**config.mk**
```make
export PLATFORM = sky130hd
export DESIGN_NAME = l1d_port_arbiter
export DESIGN_NICKNAME = d
export VERILOG_FILES = /design/src/rtl/l1d_arb_pkg.sv /design/src/rtl/l1d_arb_starve_ctr.sv /design/src/rtl/l1d_port_arbiter.sv
export SDC_FILE = /design/constraint.sdc
export NUM_CORES = 1
export LEC_CHECK = 0
export ABC_AREA = 1
export CORE_MARGIN = 1
export CORE_UTILIZATION = 30
export DETAILED_ROUTE_END_ITERATION = 7
export PLACE_DENSITY = 0.67
export SLEW_MARGIN = 0
export SYNTH_ARGS = -nofsm -noshare
export SYNTH_HDL_FRONTEND = slang
export SYNTH_SLANG_ARGS = --single-unit
```
**constraint.sdc**
```tcl
create_clock -name clk -period 2.35 [get_ports clk]
set_input_delay 0.235 -clock clk [delete_from_list [all_inputs] [get_ports clk]]
set_output_delay 0.235 -clock clk [all_outputs]
set_load 0.02 [all_outputs]
```
**src/rtl/l1d_arb_pkg.sv**
```systemverilog
// Shared types for the L1D port arbiter: FSM state codes, held-store record, counter sizing.
// No logic; pure declarations.
// Widths of dr_req_t follow the package defaults, which the top's parameters default to.
package l1d_arb_pkg;

  localparam int L1D_WADDR_W = 30;
  localparam int L1D_DATA_W  = 32;

  // Arbiter FSM state, kept as plain codes so older tooling reads them unchanged
  typedef logic [1:0] arb_state_e;
  localparam arb_state_e IDLE    = 2'd0;
  localparam arb_state_e DR_WAIT = 2'd1;
  localparam arb_state_e BACKOFF = 2'd2;

  // Store captured from the queue head and replayed until the cache accepts it
  typedef struct packed {
    logic [L1D_WADDR_W-1:0]  addr;
    logic [L1D_DATA_W/8-1:0] mask;
    logic [L1D_DATA_W-1:0]   data;
  } dr_req_t;

  // Bits needed to hold 0..max_val without wrapping
  function automatic int cnt_w(input int max_val);
    return (max_val < 1) ? 1 : $clog2(max_val + 1);
  endfunction

endpackage

```
**src/rtl/l1d_arb_starve_ctr.sv**
```systemverilog
// Saturating up-counter with synchronous clear and force-to-max, used to track lost drain arbitrations.
// Latency: count updates one cycle after inc/clr/force_max.
// No backpressure; force_max has priority over clr, clr over inc.
module l1d_arb_starve_ctr
  import l1d_arb_pkg::*;
#(
  parameter int MAX = 4,
  parameter int W   = cnt_w(MAX)
) (
  input  logic         clk,
  input  logic         rst,
  input  logic         inc,
  input  logic         clr,
  input  logic         force_max,
  output logic [W-1:0] cnt
);

  // Count lost arbitrations, stopping at MAX so it never wraps
  always_ff @(posedge clk) begin
    if (rst) begin
      cnt <= '0;
    end else if (force_max) begin
      cnt <= W'(MAX);
    end else if (clr) begin
      cnt <= '0;
    end else if (inc && (cnt != W'(MAX))) begin
      cnt <= cnt + W'(1);
    end
  end

endmodule

```
**src/rtl/l1d_port_arbiter.sv**
```systemverilog
// Shares the single L1D request port between the load path and the store-queue drain path.
// Latency: request issued in the grant cycle, response consumed the following cycle.
// Backpressure: ld_ready/dr_ready deassert when the port is taken; nacked drains retry after a backoff.
// Optional: define L1D_ARB_PERF_EN to add 32-bit grant/nack performance counters.
module l1d_port_arbiter
  import l1d_arb_pkg::*;
#(
  parameter int WADDR_W     = L1D_WADDR_W,
  parameter int DATA_W      = L1D_DATA_W,
  parameter int STARVE_MAX  = 4,
  parameter int BACKOFF_CYC = 2,
  parameter int MAX_RETRY   = 7
) (
  input  logic                clk,
  input  logic                rst,
  input  logic                ld_valid,
  input  logic [WADDR_W-1:0]  ld_addr,
  input  logic [DATA_W/8-1:0] ld_mask,
  output logic                ld_ready,
  output logic                ld_resp_valid,
  output logic                ld_nack,
  output logic [DATA_W-1:0]   ld_data,
  input  logic                dr_valid,
  input  logic [WADDR_W-1:0]  dr_addr,
  input  logic [DATA_W/8-1:0] dr_mask,
  input  logic [DATA_W-1:0]   dr_data,
  output logic                dr_ready,
  output logic                dr_done,
  output logic                dr_err,
  output logic                cache_en,
  output logic                cache_en_w,
  output logic [WADDR_W-1:0]  cache_addr,
  output logic [DATA_W/8-1:0] cache_mask,
  output logic [DATA_W-1:0]   cache_req_data,
  input  logic                cache_nack,
  input  logic [DATA_W-1:0]   cache_resp_data
`ifdef L1D_ARB_PERF_EN
  ,
  output logic [31:0]         perf_ld_grants,
  output logic [31:0]         perf_dr_grants,
  output logic [31:0]         perf_dr_nacks
`endif
);

  localparam int SV_W = cnt_w(STARVE_MAX);
  localparam int RT_W = cnt_w(MAX_RETRY + 1);
  localparam int BO_W = cnt_w(BACKOFF_CYC);

  arb_state_e      state_q, state_d;
  logic [BO_W-1:0] bo_q, bo_d;
  logic [RT_W-1:0] retry_q;
  logic            err_q;
  logic            hold_vld_q;
  dr_req_t         hold_q;
  logic            last_ld_q;
  logic [SV_W-1:0] starve_cnt;
  logic            starve_at_max;
  logic            ld_grant;
  logic            dr_grant;
  logic            dr_ok;
  logic            dr_nk;
  logic            bo_last;

  assign starve_at_max = (starve_cnt == SV_W'(STARVE_MAX));
  assign bo_last       = (state_q == BACKOFF) && (bo_q == BO_W'(1));

  // Drain wins when loads are quiet or once it has lost STARVE_MAX times in a row
  assign dr_grant = !rst && (state_q == IDLE) && hold_vld_q && (!ld_valid || starve_at_max);
  // Loads use the port whenever the drain is not holding or claiming it
  assign ld_grant = !rst && ld_valid &&
                    (((state_q == IDLE) && !dr_grant) || (state_q == BACKOFF));

  // Drain response decode; a request abandoned by reset is never looked at
  assign dr_ok = !rst && (state_q == DR_WAIT) && !cache_nack;
  assign dr_nk = !rst && (state_q == DR_WAIT) && cache_nack;

  assign ld_ready      = ld_grant;
  assign dr_ready      = !rst && (state_q == IDLE) && !hold_vld_q;
  assign dr_done       = dr_ok;
  assign dr_err        = err_q;
  assign ld_resp_valid = last_ld_q && !rst;
  assign ld_nack       = ld_resp_valid && cache_nack;
  assign ld_data       = ld_resp_valid ? cache_resp_data : '0;

  // Drive the cache port from the held store or the live load request
  always_comb begin
    cache_en       = 1'b0;
    cache_en_w     = 1'b0;
    cache_addr     = '0;
    cache_mask     = '0;
    cache_req_data = '0;
    if (dr_grant) begin
      cache_en       = 1'b1;
      cache_en_w     = 1'b1;
      cache_addr     = hold_q.addr;
      cache_mask     = hold_q.mask;
      cache_req_data = hold_q.data;
    end else if (ld_grant) begin
      cache_en   = 1'b1;
      cache_addr = ld_addr;
      cache_mask = ld_mask;
    end
  end

  // Next-state and backoff countdown
  always_comb begin
    state_d = state_q;
    bo_d    = bo_q;
    case (state_q)
      IDLE: begin
        if (dr_grant) state_d = DR_WAIT;
      end
      DR_WAIT: begin
        if (cache_nack) begin
          state_d = BACKOFF;
          bo_d    = BO_W'(BACKOFF_CYC);
        end else begin
          state_d = IDLE;
        end
      end
      BACKOFF: begin
        if (bo_last) begin
          state_d = IDLE;
          bo_d    = '0;
        end else begin
          bo_d = bo_q - BO_W'(1);
        end
      end
      default: begin
        state_d = IDLE;
        bo_d    = '0;
      end
    endcase
  end

  // FSM state register
  always_ff @(posedge clk) begin
    if (rst) begin
      state_q <= IDLE;
      bo_q    <= '0;
    end else begin
      state_q <= state_d;
      bo_q    <= bo_d;
    end
  end

  // Holding register: filled from the queue head, released only on a successful write
  always_ff @(posedge clk) begin
    if (rst) begin
      hold_vld_q <= 1'b0;
      hold_q     <= '0;
    end else if (dr_ok) begin
      hold_vld_q <= 1'b0;
    end else if (dr_valid && dr_ready) begin
      hold_vld_q  <= 1'b1;
      hold_q.addr <= dr_addr;
      hold_q.mask <= dr_mask;
      hold_q.data <= dr_data;
    end
  end

  // Tag for next cycle's response: set when this cycle's request was a load
  always_ff @(posedge clk) begin
    if (rst) last_ld_q <= 1'b0;
    else     last_ld_q <= ld_grant;
  end

  // Retry count per store and sticky error once the limit is passed
  always_ff @(posedge clk) begin
    if (rst) begin
      retry_q <= '0;
      err_q   <= 1'b0;
    end else if (dr_ok) begin
      retry_q <= '0;
    end else if (dr_nk) begin
      if (retry_q != RT_W'(MAX_RETRY + 1)) retry_q <= retry_q + RT_W'(1);
      if (retry_q >= RT_W'(MAX_RETRY)) err_q <= 1'b1;
    end
  end

  l1d_arb_starve_ctr #(
    .MAX (STARVE_MAX),
    .W   (SV_W)
  ) u_starve (
    .clk       (clk),
    .rst       (rst),
    .inc       ((state_q == IDLE) && hold_vld_q && ld_grant),
    .clr       (dr_grant),
    .force_max (bo_last && !rst),
    .cnt       (starve_cnt)
  );

`ifdef L1D_ARB_PERF_EN
  // Free-running event counters, wrapping at 2^32
  always_ff @(posedge clk) begin
    if (rst) begin
      perf_ld_grants <= '0;
      perf_dr_grants <= '0;
      perf_dr_nacks  <= '0;
    end else begin
      if (ld_grant) perf_ld_grants <= perf_ld_grants + 32'd1;
      if (dr_grant) perf_dr_grants <= perf_dr_grants + 32'd1;
      if (dr_nk)    perf_dr_nacks  <= perf_dr_nacks + 32'd1;
    end
  end
`endif

endmodule

```
==> run_results.csv <==
group,metric,value,unit
route,drt_iter0_markers,144,
yosys,synth_cell_types,27,
clock_network,cts_buffers,9,
setup_path,cp.arrival,1990,ps
final_layout,final_area,6800,um^2
timing,min_period,2220,ps
route,totalWireLength,12700,um
clock_network,cts_sinks,80,
die,die_h,117,um
die,rows,41,
setup_path,crit_slowest_cell,"dfxtp_2",
timing,hold_viol,0,
worst_hold_path,min_path_type,"flip-flop to flip-flop",
clock_network,cts_tree,"done",
final_layout,antenna_cells,0,
power,powerDensity,647,nW/um^2
die,start_util,31.2,%
placement,place_area,6720,um^2
timing,worstMarginPinSlew,409,ps
yosys,syn_area,3990,um^2
clock_network,clockBufferDepth,2,
yosys,synth_top_area_share,40.2,%
timing,rsz0062_at_grt,"no",
yosys,synth_area_leaders,"dfxtp_1, o21ai_0, nor2_1",
timing,skew,4.47,ps
timing,setup_violations,0,
die,dieArea,13800,um^2
yosys,synthArstFlopShare,0,%
clock_network,clk_pin_slew_worst_paths,60,ps
setup_path,ff2ff_setup_slack,470,ps
placement,port_buffers,242,
run_status,status,"completed",
final_layout,areaGrowthSynthToFinish,70.5,%
route,drc_errors,0,
placement,dp_hpwl,9280,um
yosys,postSynthAreaPerCell,6.45,um^2
timing,slew_viol_final,0,
yosys,ys_seq_area_share,40.2,%
timing,fmax,450,MHz
yosys,synth_cells,618,
global_routing,grt_start_max_net_pins,99,
setup_path,critPathMaxStageDelay,320,ps
yosys,syn_nets,764,
yosys,yosysMostFrequentCell,"nor2_1",
timing,hold_ws,449,ps
die,io_pins,243,
route,via_count,4576,
global_routing,grt_overflow_total,0,
setup_path,worst-path-buf-inv,5,
final_layout,layout-drive-gt1-share,13.0,%
placement,placed_cells,1018,
global_routing,grt_pass1_vias,3878,
final_layout,fin_cells,1035,
setup_path,critPathMostFrequentCell,"inv_1",
setup_path,critPathRequiredTime,2120,ps
yosys,ys.flop_type,"dfxtp_1",
clock_network,htree_levels,3,
yosys,synth-seq-cells,80,
placement,routabilityCongestion,0.785,
route,post_drt_wl_per_cell,12.3,um
clock_network,clk_latency,330,ps
final_layout,fillers,1292,
global_routing,antenna_found_initial,0,
timing,max_slew_margin,72.4,%
setup_path,crit_type,"flip-flop to primary output",
yosys,synth_common_cells,"nor2_1, o21ai_0, inv_1",
global_routing,grt_pass1_wl,18900,um
clock_network,ctsRootBufferMaster,"clkbuf_16",
die,core_area,12800,um^2
route,dr.pass1.iters,4,
setup_path,critPathTopFamily,"buffers and inverters",
route,via_per_inst,4.42,
clock_network,holdBufCountCts,0,
setup_path,cp_max_fo,10,
route,drtAntennaViolNets,0,
setup_path,crit_path_start_kind,"flip-flop",
flow_run,maxCapViolCount,0,
yosys,synth_edf_count,0,
clock_network,cts_setup_buffers,0,
global_routing,grt_use_total,17.8,%
setup_path,critical_path.cell_chain,"inv_1, ha_2, inv_1, nor2_2, nand3_2, buf_12, buf_4, nor2_1, clkdlybuf4s15_1",
yosys,ys_warn_count,0,
yosys,synth_top_area_cell,"dfxtp_1",
setup_path,cp-end-kind,"primary output",
die,chipWidth,117,um
timing,finalCritPeriodShare,94.5,%
final_layout,nNetsFinal,1004,
power,cellLeakagePower,3.12,nW
power,irDropWorstVdd,0.382,mV
[per-layer routing]
layer | track usage [%] | wire (um) | up-vias | share of wire, %
met5 | 0 | 0 | - | 0
met4 | 6.84 | 208 | 0 | 1.6
met3 | 4.58 | 1030 | 17 | 8.1
met2 | 30.5 | 5960 | 167 | 47
met1 | 21.3 | 5490 | 1994 | 43
li1 | - | - | 2398 | -
[cells in the final DEF (no fill, tap or decap), types with 2 or more instances in the layout]
| master | n |
|---|---|
| o21ai_0 | 83 |
| dfxtp_2 | 2 |
| nand2_2 | 3 |
| buf_12 | 8 |
| clkbuf_16 | 9 |
| clkdlybuf4s50_1 | 173 |
| clkinv_4 | 3 |
| bufinv_16 | 2 |
| nand3_1 | 8 |
| nor2_1 | 141 |
| inv_2 | 2 |
| a21oi_1 | 43 |
| ha_1 | 8 |
| inv_1 | 89 |
| dlygate4sd2_1 | 5 |
| buf_4 | 21 |
| clkbuf_2 | 25 |
| nand2_1 | 86 |
| o21ai_1 | 23 |
| nand4_1 | 2 |
| clkdlybuf4s15_1 | 4 |
| dfxtp_1 | 78 |
| buf_2 | 29 |
[area by class of cell]
cell class | instances | area, um^2 | share of cell area, %
inverters | 92 | 345 | 5.08
repair buffers | 266 | 2430 | 35.8
flip-flops and latches | 80 | 1600 | 23.6
well taps | 172 | 215 | 3.17
clock buffers | 10 | 229 | 3.37
multi-input cells | 409 | 1880 | 27.7
clock inverters | 6 | 93.8 | 1.38
[worst paths after layout]
kind / from / endpoint / depth (start not counted)
hold / removal: hold_q[8] / hold_q[8] / 2
setup reg to reg: state_q[1] / hold_q[29] / 11
setup / recovery: state_q[1] / cache_req_data[3] / 9
hold reg to reg: hold_q[8] / hold_q[8] / 2
[repair_timing]
item,CTS,global route
setup endpoints to repair,69,62
gates cloned,1,0
resized for setup,205,94
[tightest hold or removal path: stages (launching register included)]
cell and delay [ps]:
dfxtp_1 300, inv_1 60, a21oi_1 50
[stage by stage]
step | worst slack (ps) | setup TNS (ps) | total power, mW | util, %
6_report | 130 | 0 | 4.40 | 53.2
4_1_cts | -9.74 | -81.4 | 4.44 | 54.0
3_3_place_gp | -45.0 | -463 | 2.93 | 52.6
2_1_floorplan | 279 | 0 | 2.29 | -
3_5_place_dp | -113 | -1540 | 2.94 | 52.6
5_1_grt | 5.14 | 0 | 4.66 | 53.2
[flip-flops by register name, summed over array words and instances, names as in the netlist]
name and cells:
hold_vld_q 1, u_starve.cnt 3, dr_err 1, state_q 2, retry_q 4, bo_q 2, last_ld_q 1, hold_q 66
[cell families after synthesis]
family	share of synthesized area, %
buf+inv	13.1
compound gates	19.1
flops	40.2
fa+ha+maj	2.82
simple gates	24.7
xor+xnor	0.220
[where the power goes]
part / leakage, nW / switching, mW / internal, mW
logic: 2.31 / 0.687 / 0.593
registers: 0.657 / 0.0679 / 1.54
clock network: 0.153 / 0.573 / 0.936
total: 3.12 / 1.33 / 3.07
(Power assumes the default switching activity.)
